--- src/rtl/lcd12864_bus_writer_if.sv ---
`default_nettype none
// ============================================================================
// Module      : lcd12864_bus_writer_if
// Description : Write-request handshake plus LCD pin bundle for the 12864
//               parallel-bus writer.
// Revision    : 1.0 - initial release
// ============================================================================
interface lcd12864_bus_writer_if;
    logic       in_valid;
    logic       in_rs;
    logic [7:0] in_data;
    logic       in_ready;
    logic       busy;
    logic       rs;
    logic       rw;
    logic       en;
    logic [7:0] dat;
    logic       lcd_rst;
    logic       psb;

    modport master (
        output in_valid, in_rs, in_data,
        input  in_ready, busy, rs, rw, en, dat, lcd_rst, psb
    );

    modport slave (
        input  in_valid, in_rs, in_data,
        output in_ready, busy, rs, rw, en, dat, lcd_rst, psb
    );
endinterface
`default_nettype wire

--- src/rtl/lcd12864_bus_writer.sv ---
`default_nettype none
// ============================================================================
// Module      : lcd12864_bus_writer
// Description : Timed RS/DB/E strobe generator for an ST7920-class 12864 LCD
//               in 8-bit parallel mode, including panel power-up sequencing.
// Revision    : 1.0 - initial release
// ============================================================================
module lcd12864_bus_writer #(
    parameter int unsigned CNT_W   = 24,
    parameter int unsigned T_RST   = 5000,
    parameter int unsigned T_PWRUP = 2500000,
    parameter int unsigned T_SETUP = 4,
    parameter int unsigned T_EN    = 25,
    parameter int unsigned T_HOLD  = 4,
    parameter int unsigned T_EXEC  = 4000,
    parameter int unsigned T_CLEAR = 80000
) (
    input  wire logic                   clk,
    input  wire logic                   rst_n,
    lcd12864_bus_writer_if.slave        bus
);

    typedef enum logic [2:0] {
        S_RST    = 3'd0,
        S_PWRUP  = 3'd1,
        S_IDLE   = 3'd2,
        S_SETUP  = 3'd3,
        S_STROBE = 3'd4,
        S_HOLD   = 3'd5,
        S_EXEC   = 3'd6
    } state_t;

    localparam logic [CNT_W-1:0] c_LD_RST   = CNT_W'(T_RST   - 1);
    localparam logic [CNT_W-1:0] c_LD_PWRUP = CNT_W'(T_PWRUP - 1);
    localparam logic [CNT_W-1:0] c_LD_SETUP = CNT_W'(T_SETUP - 1);
    localparam logic [CNT_W-1:0] c_LD_EN    = CNT_W'(T_EN    - 1);
    localparam logic [CNT_W-1:0] c_LD_HOLD  = CNT_W'(T_HOLD  - 1);
    localparam logic [CNT_W-1:0] c_LD_EXEC  = CNT_W'(T_EXEC  - 1);
    localparam logic [CNT_W-1:0] c_LD_CLEAR = CNT_W'(T_CLEAR - 1);
    localparam logic [CNT_W-1:0] c_ONE      = {{(CNT_W-1){1'b0}}, 1'b1};

    state_t             r_state;
    state_t             w_state_nxt;
    logic [CNT_W-1:0]   r_cnt;
    logic [CNT_W-1:0]   w_cnt_nxt;
    logic               w_cnt_zero;
    logic               w_accept;
    logic               w_long_wait;
    logic               r_ready;
    logic               r_en;
    logic               r_rs;
    logic [7:0]         r_dat;
    logic               r_lcd_rst;

    assign w_cnt_zero  = (r_cnt == '0);
    // Clear-display and return-home instructions need the long execution wait.
    assign w_long_wait = !r_rs && ((r_dat == 8'h01) || (r_dat == 8'h02));

    always_comb begin
        w_state_nxt = r_state;
        w_cnt_nxt   = r_cnt;
        w_accept    = 1'b0;
        case (r_state)
            S_RST: begin
                if (w_cnt_zero) begin
                    w_state_nxt = S_PWRUP;
                    w_cnt_nxt   = c_LD_PWRUP;
                end else begin
                    w_cnt_nxt   = r_cnt - c_ONE;
                end
            end
            S_PWRUP: begin
                if (w_cnt_zero) begin
                    w_state_nxt = S_IDLE;
                end else begin
                    w_cnt_nxt   = r_cnt - c_ONE;
                end
            end
            S_IDLE: begin
                if (bus.in_valid && r_ready) begin
                    w_accept    = 1'b1;
                    w_state_nxt = S_SETUP;
                    w_cnt_nxt   = c_LD_SETUP;
                end
            end
            S_SETUP: begin
                if (w_cnt_zero) begin
                    w_state_nxt = S_STROBE;
                    w_cnt_nxt   = c_LD_EN;
                end else begin
                    w_cnt_nxt   = r_cnt - c_ONE;
                end
            end
            S_STROBE: begin
                if (w_cnt_zero) begin
                    w_state_nxt = S_HOLD;
                    w_cnt_nxt   = c_LD_HOLD;
                end else begin
                    w_cnt_nxt   = r_cnt - c_ONE;
                end
            end
            S_HOLD: begin
                if (w_cnt_zero) begin
                    w_state_nxt = S_EXEC;
                    w_cnt_nxt   = w_long_wait ? c_LD_CLEAR : c_LD_EXEC;
                end else begin
                    w_cnt_nxt   = r_cnt - c_ONE;
                end
            end
            S_EXEC: begin
                if (w_cnt_zero) begin
                    w_state_nxt = S_IDLE;
                end else begin
                    w_cnt_nxt   = r_cnt - c_ONE;
                end
            end
            default: begin
                w_state_nxt = S_RST;
                w_cnt_nxt   = c_LD_RST;
            end
        endcase
    end

    // Pin outputs are decoded from the next state so they are registered and glitch-free.
    always_ff @(posedge clk) begin
        if (!rst_n) begin
            r_state   <= S_RST;
            r_cnt     <= c_LD_RST;
            r_ready   <= 1'b0;
            r_en      <= 1'b0;
            r_rs      <= 1'b0;
            r_dat     <= 8'h00;
            r_lcd_rst <= 1'b0;
        end else begin
            r_state   <= w_state_nxt;
            r_cnt     <= w_cnt_nxt;
            r_ready   <= (w_state_nxt == S_IDLE);
            r_en      <= (w_state_nxt == S_STROBE);
            r_lcd_rst <= (w_state_nxt != S_RST);
            if (w_accept) begin
                r_rs  <= bus.in_rs;
                r_dat <= bus.in_data;
            end
        end
    end

    assign bus.in_ready = r_ready;
    assign bus.busy     = ~r_ready;
    assign bus.rs       = r_rs;
    assign bus.rw       = 1'b0;
    assign bus.en       = r_en;
    assign bus.dat      = r_dat;
    assign bus.lcd_rst  = r_lcd_rst;
    assign bus.psb      = 1'b1;

endmodule
`default_nettype wire

--- src/flat_wrapper.sv ---
// flat-port wrapper written by rule: the top's interface ports become plain ports
module lcd12864_bus_writer_flat 
#(
    parameter int unsigned CNT_W   = 24,
    parameter int unsigned T_RST   = 5000,
    parameter int unsigned T_PWRUP = 2500000,
    parameter int unsigned T_SETUP = 4,
    parameter int unsigned T_EN    = 25,
    parameter int unsigned T_HOLD  = 4,
    parameter int unsigned T_EXEC  = 4000,
    parameter int unsigned T_CLEAR = 80000
)
  (clk, rst_n, bus_in_valid, bus_in_rs, bus_in_data, bus_in_ready, bus_busy, bus_rs, bus_rw, bus_en, bus_dat, bus_lcd_rst, bus_psb);
  lcd12864_bus_writer_if bus_i ();
  input  wire logic clk;
  input  wire logic rst_n;
  input wire logic [$bits(bus_i.in_valid)-1:0] bus_in_valid;
  input wire logic [$bits(bus_i.in_rs)-1:0] bus_in_rs;
  input wire logic [$bits(bus_i.in_data)-1:0] bus_in_data;
  output wire logic [$bits(bus_i.in_ready)-1:0] bus_in_ready;
  output wire logic [$bits(bus_i.busy)-1:0] bus_busy;
  output wire logic [$bits(bus_i.rs)-1:0] bus_rs;
  output wire logic [$bits(bus_i.rw)-1:0] bus_rw;
  output wire logic [$bits(bus_i.en)-1:0] bus_en;
  output wire logic [$bits(bus_i.dat)-1:0] bus_dat;
  output wire logic [$bits(bus_i.lcd_rst)-1:0] bus_lcd_rst;
  output wire logic [$bits(bus_i.psb)-1:0] bus_psb;
  assign bus_i.in_valid = bus_in_valid;
  assign bus_i.in_rs = bus_in_rs;
  assign bus_i.in_data = bus_in_data;
  assign bus_in_ready = bus_i.in_ready;
  assign bus_busy = bus_i.busy;
  assign bus_rs = bus_i.rs;
  assign bus_rw = bus_i.rw;
  assign bus_en = bus_i.en;
  assign bus_dat = bus_i.dat;
  assign bus_lcd_rst = bus_i.lcd_rst;
  assign bus_psb = bus_i.psb;
  lcd12864_bus_writer #(.CNT_W(CNT_W), .T_RST(T_RST), .T_PWRUP(T_PWRUP), .T_SETUP(T_SETUP), .T_EN(T_EN), .T_HOLD(T_HOLD), .T_EXEC(T_EXEC), .T_CLEAR(T_CLEAR)) u_core (.clk(clk), .rst_n(rst_n), .bus(bus_i));
endmodule
--- config.mk ---
export PLATFORM = sky130hd
export DESIGN_NAME = lcd12864_bus_writer_flat
export DESIGN_NICKNAME = d
export VERILOG_FILES = /design/src/rtl/lcd12864_bus_writer_if.sv /design/src/rtl/lcd12864_bus_writer.sv /design/src/flat_wrapper.sv
export SDC_FILE = /design/constraint.sdc
export NUM_CORES = 1
export LEC_CHECK = 0
export CORE_MARGIN = 1
export CORE_UTILIZATION = 55
export DETAILED_ROUTE_END_ITERATION = 10
export GPL_TIMING_DRIVEN = 0
export PLACE_DENSITY = 0.85
export RECOVER_POWER = 25
export SLEW_MARGIN = 0
export SYNTH_ARGS = -nofsm -noshare
export SYNTH_HDL_FRONTEND = slang
export SYNTH_SLANG_ARGS = --single-unit
export TNS_END_PERCENT = 5
--- constraint.sdc ---
create_clock -name clk -period 2.7 [get_ports clk]
set_input_delay 0.405 -clock clk [delete_from_list [all_inputs] [get_ports clk]]
set_output_delay 0.405 -clock clk [all_outputs]
set_load 0.005 [all_outputs]
==> reports/results.txt, run 1 <==
FF-to-FF setup slack: 70 ps
fin util: 66.70%
Most common cell on crit path: buf_2
Crit Path Class: reg2reg
wire per inst: 19.34 um
Setup WS post-layout: 67.26 ps
Worst setup EP type: flop
Reg area: 780.7 um^2
first-pass GRT wire length: 11980 um
Syn Nets: 328
iteration-0 DRC count of the detailed router: 446
Reg power frac: 56.0%
Detail Route Antenna Nets: 0
CP max FO: 10
Final TNS setup: 0 ps
Fin. Hold Viols: 0
Post-Route WL: 7678 um
switch share: 23.70%
H-tree depth: 2
# clock sinks: 39
DRC viols: 0
Synth Area in Compound Gates: 24.54%
Hold Crit Start: u_core.r_cnt[21]
Crit path largest cell delay: 620 ps
I/O pin count: 27
Hold Path Class: reg2reg
Mapped Cells: 314
Total Routing Usage GR: 31.48%
die width: 69.67 um
peak supply drop: 0.2373 mV
leading area contributor after synthesis: dfxtp_1
Skew-Pair Late Insertion Delay: 290 ps
pins over their slew limit: 0
total of max-cap violations: 0
Yosys warnings: 0
Reg-to-Reg Start: u_core.r_cnt[2]
simple-gate portion of the synthesized area: 30.35%
fraction of post-synthesis cell area in the top cell type by area: 31.00%
total power: 1046 uW
LEAKAGE: 0.001057 uW
HPWL after DPL: 5655 um
Synth-to-Final Area Change: 16.10%
Synth Area in Adders: 0.9935%
status: completed
final period utilization: 97.51%
PwrDens: 357.6 mW/mm^2
FF+latch count, synth: 39
main combinational cell family by area after synthesis: simple AND/OR/NAND/NOR gates
Avg Cell Area, Syn: 8.021 um^2
EDFF count, synth: 0
worst slew pin tran: 630.7 ps
commonest non-fill, non-tap cell in the layout: dfxtp_1
largest net degree at the start of global routing: 12
Post-Syn Area: 0.002519 mm^2
Std-Cell Rows: 24
# hold bufs at CTS: 0
clock slew at reported path FFs: 80 ps
most frequent cells in the layout: 39 x dfxtp_1, 29 x nand2_1, 24 x nor2_1, 14 x nor3_1, 14 x a21oi_1
combinational fraction of design power: 7.1%
nets@finish: 358
Die Y: 69.67 um
Crit path required time: 2880 ps
ys async rst share: 0%
antenna violations before repair: 0
Top FF cell, synth: dfxtp_1
diodes inserted: 0
CTS tree: built
vias post-DR: 2648
worst relative slew slack: 57.91%
CP max stage cell: or4_4
final setup fails: 0
clk buf depth: 2
CP cell instances: buf_2 -> or4_4 -> nor3_4 -> nand2_1 -> buf_2 -> a21oi_1 -> o211ai_1 -> a221o_1
Synth Area in XOR/XNOR: 4.521%
sequential-to-total area share from yosys stat: 31.00%
drt pass-1 iters: 6
Synth area leaders: dfxtp_1 31%, nand2_1 4.3%, mux2i_1 3.6%
core area: 0.004384 mm^2
Initial Utilization: 57.45%
CTS Buf Count: 5
Critical Path Start Type: flop
post-synthesis mux area share: 3.577%
Max Clock Freq: 0.3798 GHz
fin crit period: 2633 ps
Clk pwr share: 36.9%
Setup Skew: 6.712 ps
full die area: 0.004854 mm^2
internal power: 797.9 uW
Multi-input gate area: 0.001638 mm^2
fraction of layout cells with a size suffix above 1: 10.43%
Psw: 247.9 uW
GPL Wtd Cong: 1.012
Layout fillers: 383
worst setup path startpoint: u_core.r_cnt[2]
# port buffers: 24
post-synthesis cell type count: 68
DR vias/cell: 6.670
vias in the first global route: 2380
minimum setup slack after placement: -192.5 ps
CTS Root Cell: clkbuf_8
Congestion Overflow GR: 0
RSZ-0062 raised after global routing: true
Worst Path Arrival: 2820 ps
[synth_stat cells, types with 6 or more instances]
| cell type | count |
|---|---|
| o21a_1 | 6 |
| nand3_1 | 10 |
| nor3_1 | 14 |
| nor4_1 | 8 |
| o21ai_0 | 12 |
| dfxtp_1 | 39 |
| a31oi_1 | 6 |
| clkbuf_1 | 12 |
| nor2_1 | 24 |
| xor2_1 | 6 |
| a21oi_1 | 15 |
| nor2b_1 | 13 |
| mux2i_1 | 9 |
| xnor2_1 | 7 |
| nand2_1 | 29 |
[metal layers]
layer	global-route usage [%]	up-vias	routed length [um]
met1	40.51	1209	3075
met3	7.994	39	818
met4	13.78	0	295
li1	-	1222	-
met5	0	-	0
met2	49.84	178	3488
[power by group through the flow]
stage | Combinational (uW) | Sequential [uW] | Clock [uW]
2_1_floorplan | 40.8 | 597 | 0
3_3_place_gp | 69.3 | 598 | 0
3_5_place_dp | 70.2 | 599 | 0
4_1_cts | 71.0 | 585 | 388
5_1_grt | 78.9 | 587 | 413
6_report | 74.3 | 585 | 386
[state kept, by name (all words and copies together) (netlist names)]
register	flops
u_core.bus.in_ready	1
u_core.r_state	3
u_core.bus.lcd_rst	1
u_core.bus.rs	1
u_core.bus.dat	8
u_core.bus.en	1
u_core.r_cnt	24
[final cells by class]
type                            instances  share of cell area, %
Multi-Input combinational cell        249                  56.01
Clock buffer                            7                  2.610
Buffer                                 19                  3.166
Inverter                                6                 0.8986
Tap cell                               52                  2.225
Timing Repair Buffer                   24                  8.216
Clock inverter                          1                 0.1712
Sequential cell                        39                  26.70
[stage by stage]
step	hold WS, ps	instances	instance area [um^2]
finish	522.5	397	2924
global route	529.7	397	2924
CTS	514.7	397	2907
detailed placement	496.6	390	2824
global placement	481.8	390	2824
floorplan	466.2	314	2519
[timing repair]
| action | CTS | global route |
|---|---|---|
| gates resized for setup | 1 | 4 |
| pin swaps | 0 | 0 |
| buffers inserted | 0 | 0 |
| endpoints found under the setup margin | 15 | 11 |
[final timing paths]
kind	cells after the start	endpoint
worst max-delay path	8	u_core.r_cnt[8]
worst min-delay path	1	u_core.r_cnt[21]
worst max register to register	8	u_core.r_cnt[8]
worst min register to register	1	u_core.r_cnt[21]
[cell families (layout without fill, tap and decap cells)]
kind of cell	Yosys count	in the layout
compound gates	86	86
xor+xnor	13	13
fa+ha+maj	2	2
buf+inv	26	57
flops	39	39
mux	9	9
other cells	2	2
simple gates	137	137
[worst max-delay path, delay by kind of cell (launching register included)]
kind	cells	cell delay (ps)
buffers and inverters	2	410
AO/OA/AOI/OAI	3	710
flip-flops	1	300
AND/OR/NAND/NOR	3	1120
(Power assumes the default switching activity.)
==> inputs of run 2 (changes only) <==
--- a/config.mk
+++ b/config.mk
@@ -6,10 +6,10 @@
 export NUM_CORES = 1
 export LEC_CHECK = 0
 export CORE_MARGIN = 1
-export CORE_UTILIZATION = 55
+export CORE_UTILIZATION = 45
 export DETAILED_ROUTE_END_ITERATION = 10
 export GPL_TIMING_DRIVEN = 0
-export PLACE_DENSITY = 0.85
+export PLACE_DENSITY = 0.73
 export RECOVER_POWER = 25
 export SLEW_MARGIN = 0
 export SYNTH_ARGS = -nofsm -noshare
==> reports/results.txt, run 2 (synthesis results as in run 1) <==
Reg-to-Reg Start: u_core.r_cnt[2]
Worst Path Arrival: 2800 ps
cts repair resizes: 1
Top Family by Delay on Critical Path: simple AND/OR/NAND/NOR gates
Most flops, register: u_core.r_cnt
Std-Cell Rows: 26
vias post-DR: 2639
worst relative slew slack: 56.25%
pins over their slew limit: 0
setup bufs post-CTS: 0
diodes inserted: 0
RSZ-0062 raised after global routing: true
CTS Root Cell: clkbuf_8
Register-to-Register Path Depth: 8
GPL Wtd Cong: 0.9563
Clk pwr share: 44.1%
PwrDens: 393.5 mW/mm^2
Crit path largest cell delay: 620 ps
total of max-cap violations: 0
DRC viols: 0
vias in the first global route: 2379
Crit path required time: 2890 ps
combinational fraction of design power: 6.4%
Crit Path Class: reg2reg
Die Y: 76.82 um
CTS tree: built
minimum setup slack after placement: -201.0 ps
CTS Buf Count: 5
# hold bufs at CTS: 0
final setup fails: 0
design area: 0.003003 mm^2
commonest non-fill, non-tap cell in the layout: dfxtp_1
Congestion Overflow GR: 0
core area: 0.005238 mm^2
Fin. Hold Viols: 0
clock slew at reported path FFs: 80 ps
nets@finish: 358
r2r endpoint: u_core.r_cnt[8]
Synth-to-Final Area Change: 19.23%
first-pass GRT wire length: 12320 um
Setup Skew: 7.463 ps
Critical Path Start Type: flop
WP buf/inv: 2
Worst setup EP type: flop
Max Clock Freq: 0.3838 GHz
max reg flops: 24
Psw: 265.4 uW
H-tree depth: 2
iteration-0 DRC count of the detailed router: 403
Worst Hold End: u_core.r_cnt[21]
peak supply drop: 0.3275 mV
Most common cell on crit path: buf_2
worst slew pin tran: 655.5 ps
Hold Crit Start: u_core.r_cnt[21]
most frequent cells in the layout: 39 x dfxtp_1, 29 x nand2_1, 24 x nor2_1, 14 x nor3_1, 14 x a21oi_1
Hold Path Stages: 1
I/O pin count: 27
drt pass-1 iters: 6
Initial Utilization: 48.09%
LEAKAGE: 0.001078 uW
wire per inst: 18.43 um
CP max stage cell: or4_4
status: completed
fin crit period: 2605 ps
Final Hold Slack: 511.1 ps
Post-Route WL: 7650 um
CP max FO: 10
Reg power frac: 49.6%
die width: 76.82 um
full die area: 0.005901 mm^2
antenna violations before repair: 0
CP cell instances: buf_2 -> or4_4 -> nor3_4 -> nand2_1 -> buf_2 -> a21oi_1 -> o211ai_1 -> a221o_1
largest net degree at the start of global routing: 13
FF-to-FF setup slack: 90 ps
# clock sinks: 39
fraction of layout cells with a size suffix above 1: 11.01%
HPWL after DPL: 5685 um
switch share: 22.46%
Total Routing Usage GR: 26.57%
clk buf depth: 2
# port buffers: 24
internal power: 916.3 uW
Hold Path Class: reg2reg
placed cell areas: 0.002846 mm^2
Setup WS post-layout: 94.64 ps
Detail Route Antenna Nets: 0
DR vias/cell: 6.359
Skew-Pair Late Insertion Delay: 310 ps
final period utilization: 96.49%
[run 2: cell types whose count changed in the layout (fill, tap and decap cells not counted), sizes merged]
cell	previous run	this run
bufinv	0	1
clkbuf	18	17
[run 2: layout make-up]
cell class / count / area [um^2]
Timing Repair Buffer: 24 / 240.2
Inverter: 6 / 26.28
Sequential cell: 39 / 780.7
Clock inverter: 2 / 35.03
Tap cell: 70 / 87.58
Multi-Input combinational cell: 249 / 1658
Buffer: 19 / 92.59
Clock buffer: 6 / 82.58
Fill cell: 505 / 2235
[run 2: worst max-delay path by stage]
stage | start | to | slack (ps) | cells after the start
6_report | u_core.r_cnt[2] | u_core.r_cnt[8] | 90 | 8
3_5_place_dp | u_core.r_cnt[0] | u_core.r_cnt[8] | -200 | 10
2_1_floorplan | u_core.r_cnt[0] | u_core.r_cnt[8] | 380 | 10
4_1_cts | u_core.r_cnt[0] | u_core.r_cnt[8] | 130 | 9
5_1_grt | u_core.r_cnt[2] | u_core.r_cnt[8] | -30 | 8
3_3_place_gp | u_core.r_cnt[0] | u_core.r_cnt[8] | -160 | 10
[run 2: metrics by stage]
| stage | instances | utilization [%] | setup TNS (ps) | total power (uW) |
|---|---|---|---|---|
| 6_report | 415 | 57.33 | 0 | 1182 |
| 4_1_cts | 415 | 56.62 | 0 | 1177 |
| 2_1_floorplan | 314 | - | 0 | 637.8 |
| 3_5_place_dp | 408 | 54.35 | -2018 | 668.9 |
| 3_3_place_gp | 408 | 54.35 | -1587 | 668.7 |
| 5_1_grt | 415 | 57.33 | -27.41 | 1213 |
[run 2: power by group through the flow]
| stage | clock network (uW) | logic, uW | registers (uW) |
|---|---|---|---|
| 6_report | 521 | 75.2 | 586 |
| 4_1_cts | 521 | 70.9 | 585 |
| 5_1_grt | 544 | 81.7 | 587 |
| 2_1_floorplan | 0 | 40.8 | 597 |
| 3_5_place_dp | 0 | 70.2 | 599 |
| 3_3_place_gp | 0 | 70.3 | 598 |
[run 2: per-layer routing]
metal / global-route usage (%) / share of wire [%] / vias up
met5: 0 / 0 / -
met4: 11.54 / 3.0 / 0
met3: 5.119 / 8.6 / 26
met2: 39.82 / 44 / 137
met1: 36.67 / 45 / 1252
li1: - / - / 1224
